$ cat src/rtl/muldiv_pkg.sv
`default_nettype none
// ============================================================================
// Module      : muldiv_pkg
// Description : Shared constants for the multiply/divide unit: instruction
//               decode values, func3 operation encodings and FSM states.
// Revision    : 1.0 - initial release
// ============================================================================
package muldiv_pkg;

    // Instruction decode values that select the multiply/divide unit
    localparam logic [6:0] c_OPCODE_OP    = 7'b0110011;
    localparam logic [6:0] c_FUNC7_MULDIV = 7'b0000001;

    // func3 operation encodings
    localparam logic [2:0] c_F3_MUL    = 3'b000;
    localparam logic [2:0] c_F3_MULH   = 3'b001;
    localparam logic [2:0] c_F3_MULHSU = 3'b010;
    localparam logic [2:0] c_F3_MULHU  = 3'b011;
    localparam logic [2:0] c_F3_DIV    = 3'b100;
    localparam logic [2:0] c_F3_DIVU   = 3'b101;
    localparam logic [2:0] c_F3_REM    = 3'b110;
    localparam logic [2:0] c_F3_REMU   = 3'b111;

    // Control FSM states
    typedef enum logic [1:0] {
        ST_IDLE = 2'd0,
        ST_CALC = 2'd1,
        ST_FIX  = 2'd2,
        ST_DONE = 2'd3
    } state_t;

endpackage
`default_nettype wire

$ cat src/rtl/muldiv_unit.sv
`default_nettype none
// ============================================================================
// Module      : muldiv_unit
// Description : Iterative integer multiply/divide unit. Multiplies by XLEN
//               shift-add steps and divides by XLEN restoring steps, both on
//               operand magnitudes, then applies sign correction in FIX.
//               Divide-by-zero and signed overflow complete in one edge.
// Ports       : clk, rst (async, active-high)
//               start, instruction_opcode, func7, func3, rs1, rs2 - request
//               busy   - operation in progress, new starts ignored
//               done   - one-cycle completion pulse
//               result - last completed result, held until next completion
// Revision    : 1.0 - initial release
// ============================================================================
module muldiv_unit
    import muldiv_pkg::*;
#(
    parameter int XLEN = 32
) (
    input  logic            clk,
    input  logic            rst,
    input  logic            start,
    input  logic [6:0]      instruction_opcode,
    input  logic [6:0]      func7,
    input  logic [2:0]      func3,
    input  logic [XLEN-1:0] rs1,
    input  logic [XLEN-1:0] rs2,
    output logic            busy,
    output logic            done,
    output logic [XLEN-1:0] result
);

    localparam int              c_CW        = $clog2(XLEN) + 1;
    localparam logic [c_CW-1:0] c_LAST_ITER = c_CW'(XLEN - 1);
    localparam logic [c_CW-1:0] c_ONE       = c_CW'(1);
    localparam logic [XLEN-1:0] c_MIN_NEG   = {1'b1, {(XLEN-1){1'b0}}};

    state_t            r_state;
    state_t            w_state_nxt;
    logic [c_CW-1:0]   r_cnt;
    logic [2:0]        r_func3;
    logic              r_neg_q;   // negate product / quotient in FIX
    logic              r_neg_r;   // negate remainder in FIX
    logic [XLEN-1:0]   r_hi;      // product high half / partial remainder
    logic [XLEN-1:0]   r_lo;      // multiplier -> product low half / dividend -> quotient
    logic [XLEN-1:0]   r_opb;     // multiplicand / divisor magnitude

    // ------------------------------------------------------------------
    // Request decode
    // ------------------------------------------------------------------
    logic            w_can_accept;
    logic            w_accept;
    logic            w_is_div;
    logic            w_rs1_signed;
    logic            w_rs2_signed;
    logic            w_rs1_neg;
    logic            w_rs2_neg;
    logic [XLEN-1:0] w_rs1_mag;
    logic [XLEN-1:0] w_rs2_mag;
    logic            w_div_zero;
    logic            w_div_ovf;
    logic            w_special;
    logic [XLEN-1:0] w_special_res;

    // Acceptance looks at the state directly rather than at busy so the
    // FSM output block and the accept decode do not form a false loop.
    assign w_can_accept = (r_state == ST_IDLE) || (r_state == ST_DONE);
    assign w_accept     = start && w_can_accept
                       && (instruction_opcode == c_OPCODE_OP)
                       && (func7 == c_FUNC7_MULDIV);

    assign w_is_div     = func3[2];
    assign w_rs1_signed = (func3 == c_F3_MULH) || (func3 == c_F3_MULHSU)
                       || (func3 == c_F3_DIV)  || (func3 == c_F3_REM);
    assign w_rs2_signed = (func3 == c_F3_MULH) || (func3 == c_F3_DIV)
                       || (func3 == c_F3_REM);
    assign w_rs1_neg    = w_rs1_signed && rs1[XLEN-1];
    assign w_rs2_neg    = w_rs2_signed && rs2[XLEN-1];
    // The most negative value maps onto 2^(XLEN-1), which still fits unsigned.
    assign w_rs1_mag    = w_rs1_neg ? -rs1 : rs1;
    assign w_rs2_mag    = w_rs2_neg ? -rs2 : rs2;

    assign w_div_zero   = w_is_div && (rs2 == '0);
    assign w_div_ovf    = ((func3 == c_F3_DIV) || (func3 == c_F3_REM))
                       && (rs1 == c_MIN_NEG) && (rs2 == '1);
    assign w_special    = w_div_zero || w_div_ovf;

    // func3[1] distinguishes remainder forms from quotient forms.
    always_comb begin
        w_special_res = '0;
        if (w_div_zero) begin
            w_special_res = func3[1] ? rs1 : '1;
        end else if (w_div_ovf) begin
            w_special_res = func3[1] ? '0 : rs1;
        end
    end

    // ------------------------------------------------------------------
    // FSM
    // ------------------------------------------------------------------
    always_ff @(posedge clk or posedge rst) begin
        if (rst) begin
            r_state <= ST_IDLE;
        end else begin
            r_state <= w_state_nxt;
        end
    end

    always_comb begin
        w_state_nxt = r_state;
        busy        = 1'b0;
        done        = 1'b0;
        case (r_state)
            ST_IDLE: begin
                if (w_accept) begin
                    w_state_nxt = w_special ? ST_DONE : ST_CALC;
                end
            end
            ST_CALC: begin
                busy = 1'b1;
                if (r_cnt == c_LAST_ITER) begin
                    w_state_nxt = ST_FIX;
                end
            end
            ST_FIX: begin
                busy        = 1'b1;
                w_state_nxt = ST_DONE;
            end
            ST_DONE: begin
                done = 1'b1;
                if (w_accept) begin
                    w_state_nxt = w_special ? ST_DONE : ST_CALC;
                end else begin
                    w_state_nxt = ST_IDLE;
                end
            end
            default: w_state_nxt = ST_IDLE;
        endcase
    end

    // ------------------------------------------------------------------
    // Iteration step (one shift-add or one restoring-divide step)
    // ------------------------------------------------------------------
    logic [XLEN:0]   w_mul_sum;
    logic [XLEN:0]   w_div_shift;
    logic [XLEN:0]   w_div_diff;
    logic [XLEN-1:0] w_hi_step;
    logic [XLEN-1:0] w_lo_step;

    always_comb begin
        w_mul_sum   = {1'b0, r_hi} + (r_lo[0] ? {1'b0, r_opb} : '0);
        w_div_shift = {r_hi, r_lo[XLEN-1]};
        w_div_diff  = w_div_shift - {1'b0, r_opb};
        w_hi_step   = r_hi;
        w_lo_step   = r_lo;
        if (r_func3[2]) begin
            // Partial remainder stays below the divisor, so the dropped top
            // bit is always zero on whichever path is kept.
            if (!w_div_diff[XLEN]) begin
                w_hi_step = w_div_diff[XLEN-1:0];
                w_lo_step = {r_lo[XLEN-2:0], 1'b1};
            end else begin
                w_hi_step = w_div_shift[XLEN-1:0];
                w_lo_step = {r_lo[XLEN-2:0], 1'b0};
            end
        end else begin
            // {r_hi, r_lo} shifts right one bit; carry enters r_hi's MSB.
            w_hi_step = w_mul_sum[XLEN:1];
            w_lo_step = {w_mul_sum[0], r_lo[XLEN-1:1]};
        end
    end

    // ------------------------------------------------------------------
    // Sign correction and result selection (used in FIX)
    // ------------------------------------------------------------------
    logic [2*XLEN-1:0] w_prod_fix;
    logic [XLEN-1:0]   w_quo_fix;
    logic [XLEN-1:0]   w_rem_fix;
    logic [XLEN-1:0]   w_fix_res;

    always_comb begin
        w_prod_fix = r_neg_q ? -{r_hi, r_lo} : {r_hi, r_lo};
        w_quo_fix  = r_neg_q ? -r_lo : r_lo;
        w_rem_fix  = r_neg_r ? -r_hi : r_hi;
        case (r_func3)
            c_F3_MUL:               w_fix_res = w_prod_fix[XLEN-1:0];
            c_F3_DIV,  c_F3_DIVU:   w_fix_res = w_quo_fix;
            c_F3_REM,  c_F3_REMU:   w_fix_res = w_rem_fix;
            default:                w_fix_res = w_prod_fix[2*XLEN-1:XLEN];
        endcase
    end

    // ------------------------------------------------------------------
    // Datapath registers
    // ------------------------------------------------------------------
    always_ff @(posedge clk or posedge rst) begin
        if (rst) begin
            r_cnt   <= '0;
            r_func3 <= '0;
            r_neg_q <= 1'b0;
            r_neg_r <= 1'b0;
            r_hi    <= '0;
            r_lo    <= '0;
            r_opb   <= '0;
            result  <= '0;
        end else begin
            if (w_accept) begin
                r_cnt   <= '0;
                r_func3 <= func3;
                r_neg_q <= w_rs1_neg ^ w_rs2_neg;
                r_neg_r <= w_rs1_neg;
                r_hi    <= '0;
                r_lo    <= w_rs1_mag;
                r_opb   <= w_rs2_mag;
                if (w_special) begin
                    result <= w_special_res;
                end
            end else if (r_state == ST_CALC) begin
                r_cnt <= r_cnt + c_ONE;
                r_hi  <= w_hi_step;
                r_lo  <= w_lo_step;
            end else if (r_state == ST_FIX) begin
                result <= w_fix_res;
            end
        end
    end

endmodule
`default_nettype wire
$ cat config.mk
export PLATFORM = sky130hd
export DESIGN_NAME = muldiv_unit
export DESIGN_NICKNAME = d
export VERILOG_FILES = /design/src/rtl/muldiv_pkg.sv /design/src/rtl/muldiv_unit.sv
export SDC_FILE = /design/constraint.sdc
export NUM_CORES = 1
export LEC_CHECK = 0
export CAP_MARGIN = 10
export CORE_MARGIN = 2
export CORE_UTILIZATION = 40
export DETAILED_ROUTE_END_ITERATION = 12
export SLEW_MARGIN = 20
export SYNTH_ARGS = -nofsm -noshare
export SYNTH_HDL_FRONTEND = slang
export SYNTH_SLANG_ARGS = --single-unit
$ cat constraint.sdc
create_clock -name clk -period 7.1 [get_ports clk]
set_clock_uncertainty 0.1 [all_clocks]
set_input_delay 1.42 -clock clk [delete_from_list [all_inputs] [get_ports clk]]
set_output_delay 1.42 -clock clk [all_outputs]
set_load 0.02 [all_outputs]
# Word-level counts from Yosys, hierarchy flattened
# Cells that the tools add are included.
dict set report totals {
  register_bits 141
  elab_cells 96
}
dict set report op_classes {
  n_addsub 8
  n_eq_ne 20
  muxes 32
  bitwise_logic 1
  n_reduce_logical 26
}
# cell count
set ops {}
lappend ops {{32-bit two-way mux} 20}
lappend ops {{32-bit negation} 4}
lappend ops {{32-bit case mux with 3 select lines} 1}
lappend ops {{32-bit == test, second input constant} 2}
lappend ops {{64-bit two-way mux} 1}
lappend ops {{64-bit negation} 1}
lappend ops {{32-bit by 32-bit adder with 33-bit output} 1}
lappend ops {{33-bit by 32-bit subtractor with 33-bit output} 1}
lappend ops {{32-bit logical NOT} 1}
lappend ops {{3-bit == test, second input constant} 6}
lappend ops {{6-bit two-way mux} 2}
lappend ops {{1-bit logical AND} 8}
lappend ops {{1-bit logical OR} 8}
lappend ops {{2-bit two-way mux} 4}
lappend ops {{2-bit case mux with 4 select lines} 1}
lappend ops {{7-bit by 1-bit == test with 1-bit output, second input constant} 1}
lappend ops {{7-bit by 6-bit == test with 1-bit output, second input constant} 1}
lappend ops {{6-bit by 1-bit adder with 6-bit output, second input constant} 1}
lappend ops {{6-bit by 5-bit == test with 1-bit output, second input constant} 1}
lappend ops {{2-bit inequality test, second input constant} 3}
lappend ops {{2-bit OR reduction} 3}
lappend ops {{2-bit == test, second input constant} 2}
lappend ops {{2-bit nonzero test} 2}
lappend ops {{3-bit by 1-bit == test with 1-bit output, second input constant} 1}
lappend ops {{9 further kinds} 11}

# Longest topological paths before layout
# Gate-level depths: netlist of the first run.
dict set report depth {
  depth_word 8
  mapped_depth 15
}

# Least setup slack after synthesis of the first run
# Ideal clock, no wire load.
dict set report synth_path {
  path_kind {in2reg}
  startpoint {input rs1[0]}
  endpoint {register r_lo[30]}
  setup_ps 129
  t_arrival_ps 4296
  setup_slack_ps 2574
  stages 11
  n_path_buf 1
  path_cell_list {inv_1 ha_1 or4b_1 or3_4 or4_1 or4_1 buf_2 or4_4 o41ai_4 xor2_1 o21ai_1}
}
dict set report synth_between {
  elab_chain_cells 3
}
# element line_no
set synth_lines {}
lappend synth_lines {{from (decl)} muldiv_unit.sv:26} ;# input logic [XLEN-1:0] rs1,
lappend synth_lines {{32-bit negation} muldiv_unit.sv:80} ;# assign w_rs1_mag = w_rs1_neg ? -rs1 : rs1;
lappend synth_lines {{32-bit two-way mux} muldiv_unit.sv:80}
lappend synth_lines {{32-bit two-way mux} muldiv_unit.sv:207} ;# if (w_accept) begin
lappend synth_lines {{to (signal assigned)} muldiv_unit.sv:213} ;# r_lo <= w_rs1_mag;
lappend synth_lines {{to (signal assigned)} muldiv_unit.sv:221} ;# r_lo <= w_lo_step;
lappend synth_lines {{to (decl)} muldiv_unit.sv:45} ;# logic [XLEN-1:0] r_lo;
# Every way passes these cells.
# A chain may end at the register's enable or synchronous reset.

# Final worst setup path of the first run
dict set report layout_path {
  startpoint {input rs1[0]}
  endpoint {register result[14]}
}
dict set report layout_between {
  elab_chain_cells 7
  elab_cells_between_ends 10
  cone_classes {2 x eq/ne; 4 x mux; 4 x reduce/logical}
}
# element line_no
set layout_lines {}
lappend layout_lines {{32-bit == test *} muldiv_unit.sv:85} ;# && (rs1 == c_MIN_NEG) && (rs2 == '1);
lappend layout_lines {{1-bit logical AND * (2 in a row)} muldiv_unit.sv:85}
lappend layout_lines {{32-bit two-way mux} muldiv_unit.sv:93} ;# end else if (w_div_ovf) begin
lappend layout_lines {{32-bit two-way mux} muldiv_unit.sv:91} ;# if (w_div_zero) begin
lappend layout_lines {{32-bit two-way mux} muldiv_unit.sv:215} ;# if (w_special) begin
lappend layout_lines {{32-bit two-way mux} muldiv_unit.sv:207}
lappend layout_lines {{to (signal assigned)} muldiv_unit.sv:216} ;# result <= w_special_res;
lappend layout_lines {{to (signal assigned)} muldiv_unit.sv:223} ;# result <= w_fix_res;
lappend layout_lines {{to (decl)} muldiv_unit.sv:30} ;# output logic [XLEN-1:0] result
# Mark *: on every way between the ends. The rest lies on a longest branch, timed or not. The select of a mux whose other input is x is not followed.

==> results of run 1 <==
## cells in the mapped netlist, types with 7 or more instances
master | n | area share, %
xor2_1 | 95 | 5.8
or3_1 | 24 | 1.0
clkbuf_1 | 124 | 3.2
and2_1 | 7 | 0.30
nand4_1 | 24 | 1.0
o211ai_1 | 43 | 2.2
buf_2 | 10 | 0.35
dfrtp_1 | 141 | 25
a211oi_1 | 20 | 1.0
or4_1 | 18 | 0.94
o21ai_0 | 170 | 5.9
a31oi_1 | 21 | 0.91
mux2i_1 | 53 | 3.7
o21ai_1 | 28 | 0.97
nand2b_1 | 14 | 0.61
inv_1 | 64 | 1.7
xnor2_1 | 97 | 5.9
a21oi_1 | 120 | 4.2
nand2_1 | 218 | 5.7
nor3_1 | 38 | 1.3
o41ai_1 | 8 | 0.49
o221ai_1 | 7 | 0.43
o31ai_1 | 30 | 1.6
o22ai_1 | 15 | 0.65
o21bai_1 | 13 | 0.68
nand3_1 | 37 | 1.3
a221oi_1 | 11 | 0.67
and3_1 | 9 | 0.39
a222oi_1 | 8 | 0.56
a21o_1 | 31 | 1.6
nor4_1 | 21 | 0.91
ha_1 | 74 | 6.4
nor4b_1 | 7 | 0.43
o21a_1 | 7 | 0.36
nor2_1 | 195 | 5.1
nor2b_1 | 8 | 0.35
## worst reg2reg max path, stage by stage (launching register included)
cell	delay, ns
dfrtp_1	0.62
inv_1	0.23
fa_1	0.50
nand2b_1	0.18
a21o_1	0.20
a31oi_1	0.53
a31oi_1	0.26
o21ba_2	0.31
o41ai_2	0.58
xor2_4	0.86
mux2_2	0.47
a21oi_1	0.16
a21oi_1	0.08
## sequential cells by signal, summed over array words and instances (netlist names)
register / cells
r_hi: 32
r_lo: 32
r_opb: 32
result: 32
r_cnt: 6
r_func3: 3
r_state: 2
r_neg_q: 1
r_neg_r: 1
## power by group
group / total [mW] / switching, mW / internal (mW)
registers: 1.65 / 0.587 / 1.07
logic: 3.38 / 1.91 / 1.47
clock network: 0.854 / 0.383 / 0.471
## placed cells by master (no fill, tap or decap), drive strengths merged, types with 8 or more instances in the layout
| cell | count |
|---|---|
| a211oi | 20 |
| nand2 | 218 |
| buf | 21 |
| nor2b | 8 |
| nand4 | 24 |
| dfrtp | 141 |
| a31oi | 21 |
| nor4 | 24 |
| and3 | 9 |
| o221ai | 8 |
| or3 | 25 |
| o211ai | 44 |
| xnor2 | 97 |
| ha | 74 |
| o31ai | 30 |
| a21oi | 120 |
| clkdlybuf4s50 | 117 |
| nor2 | 195 |
| nor3 | 38 |
| mux2i | 53 |
| inv | 64 |
| a222oi | 8 |
| or4 | 19 |
| xor2 | 96 |
| o22ai | 15 |
| nand3 | 37 |
| o21bai | 13 |
| o41ai | 10 |
| nand2b | 14 |
| o21ai | 199 |
| a221oi | 11 |
| a21o | 31 |
| clkbuf | 22 |
## area by class of cell
cell class / count / area (sq um) / area share, %
multi-input combinational: 1568 / 10100 / 61.9
timing repair buffer: 138 / 1340 / 8.21
inverter: 64 / 245 / 1.50
clock buffer: 22 / 474 / 2.90
clock inverter: 10 / 66.3 / 0.406
tap: 461 / 577 / 3.53
sequential: 141 / 3530 / 21.6
## worst max path at each step
stage,startpoint,to,slack (ns),depth (start not counted)
floorplan,rst,r_cnt[0],1.80,1
finish,rs1[0],result[14],1.75,13
CTS,rs1[0],result[14],1.76,13
global placement,rs1[0],result[16],1.36,13
global route,rs1[0],result[16],1.51,13
detailed placement,rs1[0],result[14],1.31,13
## metrics by stage
step / setup slack, ns / total power [mW] / util, % / instance area (sq um) / hold slack [ns]
2_1_floorplan: 1.80 / 3.91 / - / 14400 / 0.350
3_3_place_gp: 1.36 / 4.95 / 44.5 / 15800 / 0.361
3_5_place_dp: 1.31 / 4.98 / 44.5 / 15800 / 0.372
4_1_cts: 1.76 / 5.85 / 46.1 / 16300 / 0.386
5_1_grt: 1.51 / 6.32 / 46.1 / 16300 / 0.394
6_report: 1.75 / 5.89 / 46.1 / 16300 / 0.376
## kinds of logic after synthesis
logic type | count (synthesis)
AOI/OAI and AO/OA | 592
buffers and inverters | 205
DFF | 141
xor gates and xnor gates | 193
and+or+nand+nor | 650
adders and majority gates | 76
muxes | 57
## layer usage
layer	up-vias	part of all wire, %	GRT usage, %
met3	85	6.1	4.24
met2	502	47	43.7
met1	6898	44	35.0
met4	0	3.1	9.81
li1	6976	-	-
met5	-	0	0
==> impl_metrics.csv, run 1 <==
group,metric,value,unit
synth,synth_xor_area_share,11.8,%
critical_path,path_class,"in -> reg",
power,peakVddDrop,0.000180,V
sta,worstMarginPinSlew,1.11,ns
place,gp_congestion,0.931,
critical_path,rr_worst_depth,12,
global_routing,track_usage,26.5,%
critical_path,crit_path_top_delay_cell,"or4_1",
synth,netlist_area,0.0144,sq mm
sta,rsz0062_at_grt,"no",
synth,netlist_instances,1914,
synth,yosysSeqAreaShare,24.5,%
synth,synthMuxAreaShare,4.00,%
synth,synth_top_family_by_area,"compound AO/OA/AOI/OAI gates",
critical_path,endpoint_kind,"flip-flop",
cts,post_cts_buffers,0,
synth,syn_avg_cell_area,7.52,sq um
power,p_leak,6.50,nW
synth,syn_nets,2074,
power,powerDensity,360,mW/mm^2
critical_path,cp.required,7.38,ns
cts,numCtsBuffers,17,
synth,synth-seq-cells,141,
routing,vias_per_cell,6.02,
synth,synth_cell_types,80,
cells_and_area,fin_nets,2090,
cts,insertion_delay,0.46,ns
routing,vias,14500,
sta,slew_headroom,25.9,%
cells_and_area,finalNonFillerCells,2404,
die,ioPinCount,118,
cts,cts_resized,0,
die,start_util,40.6,%
die,fp-row-count,69,
critical_path,crit_path_cell_trace,"clkdlybuf4s50_1 -> inv_1 -> ha_1 -> or4b_1 -> or3_4 -> or4_1 -> or4_1 -> nor3_1 -> nor2_1 -> o21ai_2 -> buf_4 -> nor2_1 -> a21oi_1",
die,die_w,194,microns
sta,setup_viol,0,
critical_path,r2r_end,"r_hi[10]",
cells_and_area,antenna_cells,0,
sta,post-route-period-util,75.4,%
synth,synth-simple-area-share,21.2,%
cts,htreeDepth,4,
global_routing,grt_pass1_wl,79400,microns
routing,drt_iter0_drc,1014,
cts,holdBufCountCts,0,
cells_and_area,area_delta_synth_final,13.5,%
worst_hold_path,hold_path_depth,2,
routing,antenna_left,0,
place,portBuffers,117,
sta,fin_setup_tns,0,ns
critical_path,crit_path_start_kind,"input port",
sta,maxSlewViolCount,0,
worst_hold_path,hp-class,"reg -> reg",
critical_path,reg2reg_from,"r_hi[0]",
sta,hold_violations,0,
routing,wire_per_inst,20.9,microns
cells_and_area,layout-drive-gt1-share,4.63,%
cts,path_clk_slew,0.06,ns
critical_path,cp.arrival,5.63,ns
cells_and_area,fillers,3603,
sta,min_period,5.35,ns
global_routing,overflow,0,
synth,yosys_most_used_dff,"dfrtp_1",
synth,synth_edf_count,0,
critical_path,crit_path_max_incr_delay,0.62,ns
synth,synthArstFlopShare,100,%
cts,cts.path.max_buffers,2,
sta,max_freq,187,MHz
cts,cts_root_buf,"clkbuf_16",
routing,route.detailed.drc,0,
worst_hold_path,min-delay-start,"r_opb[21]",
global_routing,antenna_found_initial,0,
routing,dr.pass1.iters,7,
global_routing,grt_max_degree,157,
die,core,0.0355,sq mm
critical_path,ff2ff_setup_slack,1.89,ns
die,die_h,194,microns
place,dpl.cell_count,2372,
cts,cts_tree,"yes",
status,status,"finished, final reports clean",
job,maxCapViolations,0,
critical_path,path_buf_inv,3,
synth,yosys_warnings,0,
routing,drt-total-wl,50200,microns
critical_path,crit_family,"simple AND/OR/NAND/NOR gates",
worst_hold_path,min_to,"r_opb[21]",
synth,synth_compound_area_share,26.3,%
critical_path,cp_max_fo,15,
cts,clkSinkCount,141,
synth,synth_adder_area_share,6.71,%
global_routing,first_global_vias,13800,
die,die-area,0.0375,sq mm
place,dp_hpwl,37700,microns
No activity file was read; power rests on OpenSTA's default activity.
==> run 2: changes to the inputs <==
==> constraint.sdc (replaced) <==
create_clock -name clk -period 5.17 [get_ports clk]
set_clock_uncertainty 0.1 [all_clocks]
set_input_delay 1.034 -clock clk [delete_from_list [all_inputs] [get_ports clk]]
set_output_delay 1.034 -clock clk [all_outputs]
set_load 0.02 [all_outputs]
==> run 2 against run 1 <==
  * Clock-buffer cell count increased by 2
  * Worst setup slack got worse by 1.2 ns
  * Die area did not move
  * Non-clock buffer count increased by 22
  * Highest routed layer unchanged
==> impl_metrics.csv, run 2 (synthesis results as in run 1) <==
group,metric,value,unit
critical_path,cp-endpoint,"result[10]",
die,die_w,194,microns
worst_hold_path,hp-class,"reg -> reg",
die,die_h,194,microns
cts,cts_root_buf,"clkbuf_16",
sta,setup_viol,0,
routing,wire_per_inst,20.8,microns
sta,maxSlewViolCount,0,
cts,cts.path.max_buffers,2,
place,gp_congestion,0.934,
place,dpl.cell_count,2394,
cells_and_area,fin_nets,2112,
place,dp_hpwl,37900,microns
sta,max_freq,216,MHz
routing,drt_iter0_drc,1053,
cells_and_area,utilization,46.7,%
critical_path,path_class,"in -> reg",
global_routing,track_usage,26.5,%
cells_and_area,layout-drive-gt1-share,5.45,%
global_routing,overflow,0,
cells_and_area,fillers,3612,
critical_path,ff2ff_setup_slack,0.55,ns
sta,min_period,4.63,ns
critical_path,rr_worst_depth,14,
power,powerDensity,496,mW/mm^2
cells_and_area,antenna_cells,0,
cts,cts_resized,0,
die,start_util,40.6,%
critical_path,reg2reg_from,"r_lo[31]",
critical_path,endpoint_kind,"flip-flop",
critical_path,cp_max_fo,13,
routing,dr.pass1.iters,6,
global_routing,first_global_vias,14000,
cells_and_area,area_delta_synth_final,15.1,%
die,fp-row-count,69,
critical_path,cp.arrival,4.90,ns
global_routing,antenna_found_initial,0,
routing,drt-total-wl,50500,microns
routing,antenna_left,0,
power,peakVddDrop,0.000273,V
cells_and_area,finalNonFillerCells,2425,
cts,post_cts_buffers,0,
cts,numCtsBuffers,17,
cells_and_area,final_common_cell,"nand2_1",
sta,hold_violations,0,
die,ioPinCount,118,
routing,route.detailed.drc,0,
power,p_leak,6.64,nW
die,core,0.0355,sq mm
critical_path,cp.required,5.44,ns
cts,cts_tree,"yes",
sta,slew_headroom,26.5,%
cts,holdBufCountCts,0,
sta,worstMarginPinSlew,1.10,ns
cts,insertion_delay,0.45,ns
critical_path,startpoint,"rs1[0]",
critical_path,crit_path_start_kind,"input port",
sta,post-route-period-util,89.6,%
sta,fin_setup_tns,0,ns
routing,vias,14700,
job,maxCapViolations,0,
cts,htreeDepth,4,
global_routing,grt_pass1_wl,79400,microns
status,status,"finished, final reports clean",
global_routing,grt_max_degree,157,
routing,vias_per_cell,6.05,
cts,clkSinkCount,141,
cts,path_clk_slew,0.06,ns
place,portBuffers,117,
critical_path,r2r_end,"r_hi[10]",
die,die-area,0.0375,sq mm
power,p_total,8.23,mW
cells_and_area,layout_common_cells,"nand2_1 (218), nor2_1 (193), o21ai_0 (170), dfrtp_1 (139), a21oi_1 (120)",
sta,rsz0062_at_grt,"no",
[run 2: critical path, stage by stage]
cell	delay (ns)
clkdlybuf4s50_1	0.42
inv_1	0.06
ha_1	0.24
or4b_1	0.47
or3_4	0.37
or4_1	0.55
or4_1	0.62
nor4_2	0.36
o21ai_2	0.26
buf_4	0.24
nor2_1	0.11
a21oi_1	0.05
o21ai_1	0.10
[run 2: how the worst min path moves through the flow]
stage / slack, ns / end / cells past startpoint / start
6_report: 0.38 / r_opb[13] / 2 / r_opb[13]
5_1_grt: 0.40 / r_opb[27] / 2 / r_opb[27]
4_1_cts: 0.38 / r_opb[9] / 2 / r_opb[9]
3_5_place_dp: 0.37 / r_opb[9] / 2 / r_opb[9]
3_3_place_gp: 0.36 / r_opb[14] / 2 / r_opb[14]
2_1_floorplan: 0.35 / r_opb[10] / 2 / r_opb[10]
[run 2: final cells by class]
| class | instances | area [sq um] | share of cell area, % |
|---|---|---|---|
| Multi-Input combinational cell | 1568 | 10100 | 61.0 |
| Sequential cell | 141 | 3530 | 21.3 |
| Timing Repair Buffer | 160 | 1560 | 9.39 |
| Tap cell | 461 | 577 | 3.48 |
| Clock buffer | 24 | 472 | 2.85 |
| Inverter | 64 | 245 | 1.48 |
| Clock inverter | 7 | 88.8 | 0.536 |
[run 2: power by group]
group          switching (mW)  leakage [nW]  internal (mW)
Clock                   0.498         0.278          0.730
Sequential              0.712          1.65           1.46
Combinational            2.73          4.71           2.09
Total                    3.94          6.64           4.28
[run 2: per-stage QoR]
step | cell area [sq um] | worst slack (ns) | hold slack (ns)
finish | 16600 | 0.538 | 0.378
global route | 16600 | 0.322 | 0.402
detailed placement | 16000 | 0.0606 | 0.370
global placement | 16000 | 0.107 | 0.363
floorplan | 14400 | 0.255 | 0.350
CTS | 16600 | 0.514 | 0.383
[run 2: routing by layer]
metal  track usage [%]  wire length, microns
met5                 0                     0
met4              10.3                  1630
met3              4.07                  2930
met2              43.7                 23400
met1              35.0                 22500
==> run 3: changes to the inputs <==
--- a/config.mk
+++ b/config.mk
@@ -9,6 +9,8 @@
 export CORE_MARGIN = 2
 export CORE_UTILIZATION = 40
 export DETAILED_ROUTE_END_ITERATION = 12
+export GPL_TIMING_DRIVEN = 0
+export REMOVE_ABC_BUFFERS = 1
 export SLEW_MARGIN = 20
 export SYNTH_ARGS = -nofsm -noshare
 export SYNTH_HDL_FRONTEND = slang
==> run 3 against run 2 <==
  * Critical path type unchanged
  * Critical endpoint is now result[3]
  * Highest routed layer unchanged
  * First-iteration DRC count is 18% higher
  * Final cell count is 0.87% lower
  * Worst hold slack worse by 0.0077 ns
==> impl_metrics.csv, run 3 (synthesis results as in run 1) <==
group,metric,value,unit
critical_path,crit_family,"simple AND/OR/NAND/NOR gates",
critical_path,crit_path_cell_trace,"clkdlybuf4s50_1 -> inv_1 -> ha_1 -> or4b_1 -> or3_4 -> or4_1 -> or4_4 -> nor3_1 -> nor2_1 -> nor2_1 -> nor2_4 -> buf_16 -> a21oi_1 -> o21ai_1",
global_routing,grt_use_met2,44.1,%
sta,holdWs,0.370,ns
sta,rsz0062_at_grt,"no",
cts,cts_root_buf,"clkbuf_16",
cells_and_area,fin_nets,2090,
sta,hold_violations,0,
cells_and_area,antenna_cells,0,
global_routing,grt_pass1_wl,78400,microns
routing,drt-total-wl,50000,microns
critical_path,startpoint,"rs1[0]",
die,ioPinCount,118,
critical_path,crit_path_top_delay_cell,"or4_4",
job,maxCapViolations,0,
sta,maxSlewViolCount,0,
cts,cts.path.max_buffers,2,
critical_path,cp_max_fo,22,
cells_and_area,utilization,46.9,%
global_routing,antenna_found_initial,0,
critical_path,cp-endpoint,"result[3]",
place,gp_congestion,0.948,
critical_path,crit_path_start_kind,"input port",
routing,antenna_left,0,
critical_path,path_class,"in -> reg",
critical_path,r2r_end,"r_hi[10]",
cts,clkSinkCount,141,
critical_path,reg2reg_from,"r_lo[31]",
place,dp_hpwl,37400,microns
place,portBuffers,117,
critical_path,path_buf_inv,3,
critical_path,crit_path_max_incr_delay,0.56,ns
cts,post_cts_buffers,0,
global_routing,grtUsageMet1,34.1,%
status,status,"finished, final reports clean",
die,core,0.0355,sq mm
cts,cts_tree,"yes",
die,die_w,194,microns
cells_and_area,layout-drive-gt1-share,5.10,%
cells_and_area,area_delta_synth_final,15.5,%
power,peakVddDrop,0.000303,V
routing,wire_per_inst,20.8,microns
power,powerDensity,498,mW/mm^2
critical_path,ff2ff_setup_slack,0.39,ns
critical_path,rr_worst_depth,14,
global_routing,busiest_layer,"met2",
sta,slew_headroom,24.5,%
global_routing,first_global_vias,13900,
cts,path_clk_slew,0.07,ns
die,die-area,0.0375,sq mm
sta,post-route-period-util,95.6,%
die,fp-row-count,69,
cts,numCtsBuffers,17,
cts,holdBufCountCts,0,
global_routing,use_met3,3.29,%
sta,worstMarginPinSlew,1.13,ns
cells_and_area,final_common_cell,"nand2_1",
critical_path,cp_num_cells,14,
global_routing,track_usage,26.2,%
routing,drt_iter0_drc,1239,
sta,setup_viol,0,
die,die_h,194,microns
cts,htreeDepth,4,
routing,route.detailed.drc,0,
power,p_leak,6.60,nW
cells_and_area,layout_common_cells,"nand2_1 (218), nor2_1 (192), o21ai_0 (169), dfrtp_1 (139), a21oi_1 (119)",
sta,max_freq,202,MHz
critical_path,endpoint_kind,"flip-flop",
die,start_util,40.6,%
sta,min_period,4.94,ns
cts,insertion_delay,0.45,ns
global_routing,overflow,0,
critical_path,cp.required,5.37,ns
worst_hold_path,hp-class,"reg -> reg",
cts,cts_resized,0,
global_routing,grt_max_degree,98,
critical_path,cp_common_cell,"nor2_1",
critical_path,cp.arrival,5.14,ns
routing,vias_per_cell,6.00,
routing,dr.pass1.iters,7,
routing,vias,14400,
==> run 3: worst min path at each step <==
stage	start	endpoint	depth (start not counted)
after floorplan	r_opb[10]	r_opb[10]	2
after global placement	result[22]	result[22]	2
after detailed placement	result[22]	result[22]	2
after CTS	result[22]	result[22]	2
after global routing	result[19]	result[19]	2
final	result[22]	result[22]	2
==> run 3: area by class of cell <==
class,count,area [sq um]
fillers,3588,18900
multi-input cells,1568,10200
flip-flops and latches,141,3530
repair buffers,138,1540
well taps,461,577
clock buffers,18,429
inverters,64,251
clock inverters,14,144
==> run 3: stage by stage <==
step	power [mW]	TNS, ns	instance area (sq um)	cells	setup slack, ns
floorplan	5.24	-79.33	13800	1773	-1.74
global placement	6.70	-797.10	15600	2351	-6.01
detailed placement	6.94	-9.13	16000	2372	-0.379
CTS	8.23	0	16600	2404	0.0864
global route	8.84	0	16600	2404	0.0836
finish	8.28	0	16600	2404	0.226
==> run 3: layer usage <==
metal,share of wire [%],wire length [microns]
met1,45,22400
met2,47,23500
met3,4.7,2370
met4,3.5,1770
met5,0,0
==> run 3: worst reg2reg max path: cells and delay by family (launching register included) <==
| kind | cells | cell delay (ns) |
|---|---|---|
| DFF | 1 | 0.44 |
| and+or+nand+nor | 1 | 0.19 |
| muxes | 1 | 0.38 |
| adders and majority gates | 2 | 0.67 |
| AOI/OAI and AO/OA | 7 | 2.08 |
| xor gates and xnor gates | 1 | 0.42 |
| buffers and inverters | 2 | 0.38 |
==> run 3: report_power, final <==
group,total (mW),switching (mW),internal (mW)
Combinational,4.81,2.68,2.13
Clock,1.26,0.546,0.710
Sequential,2.21,0.753,1.46
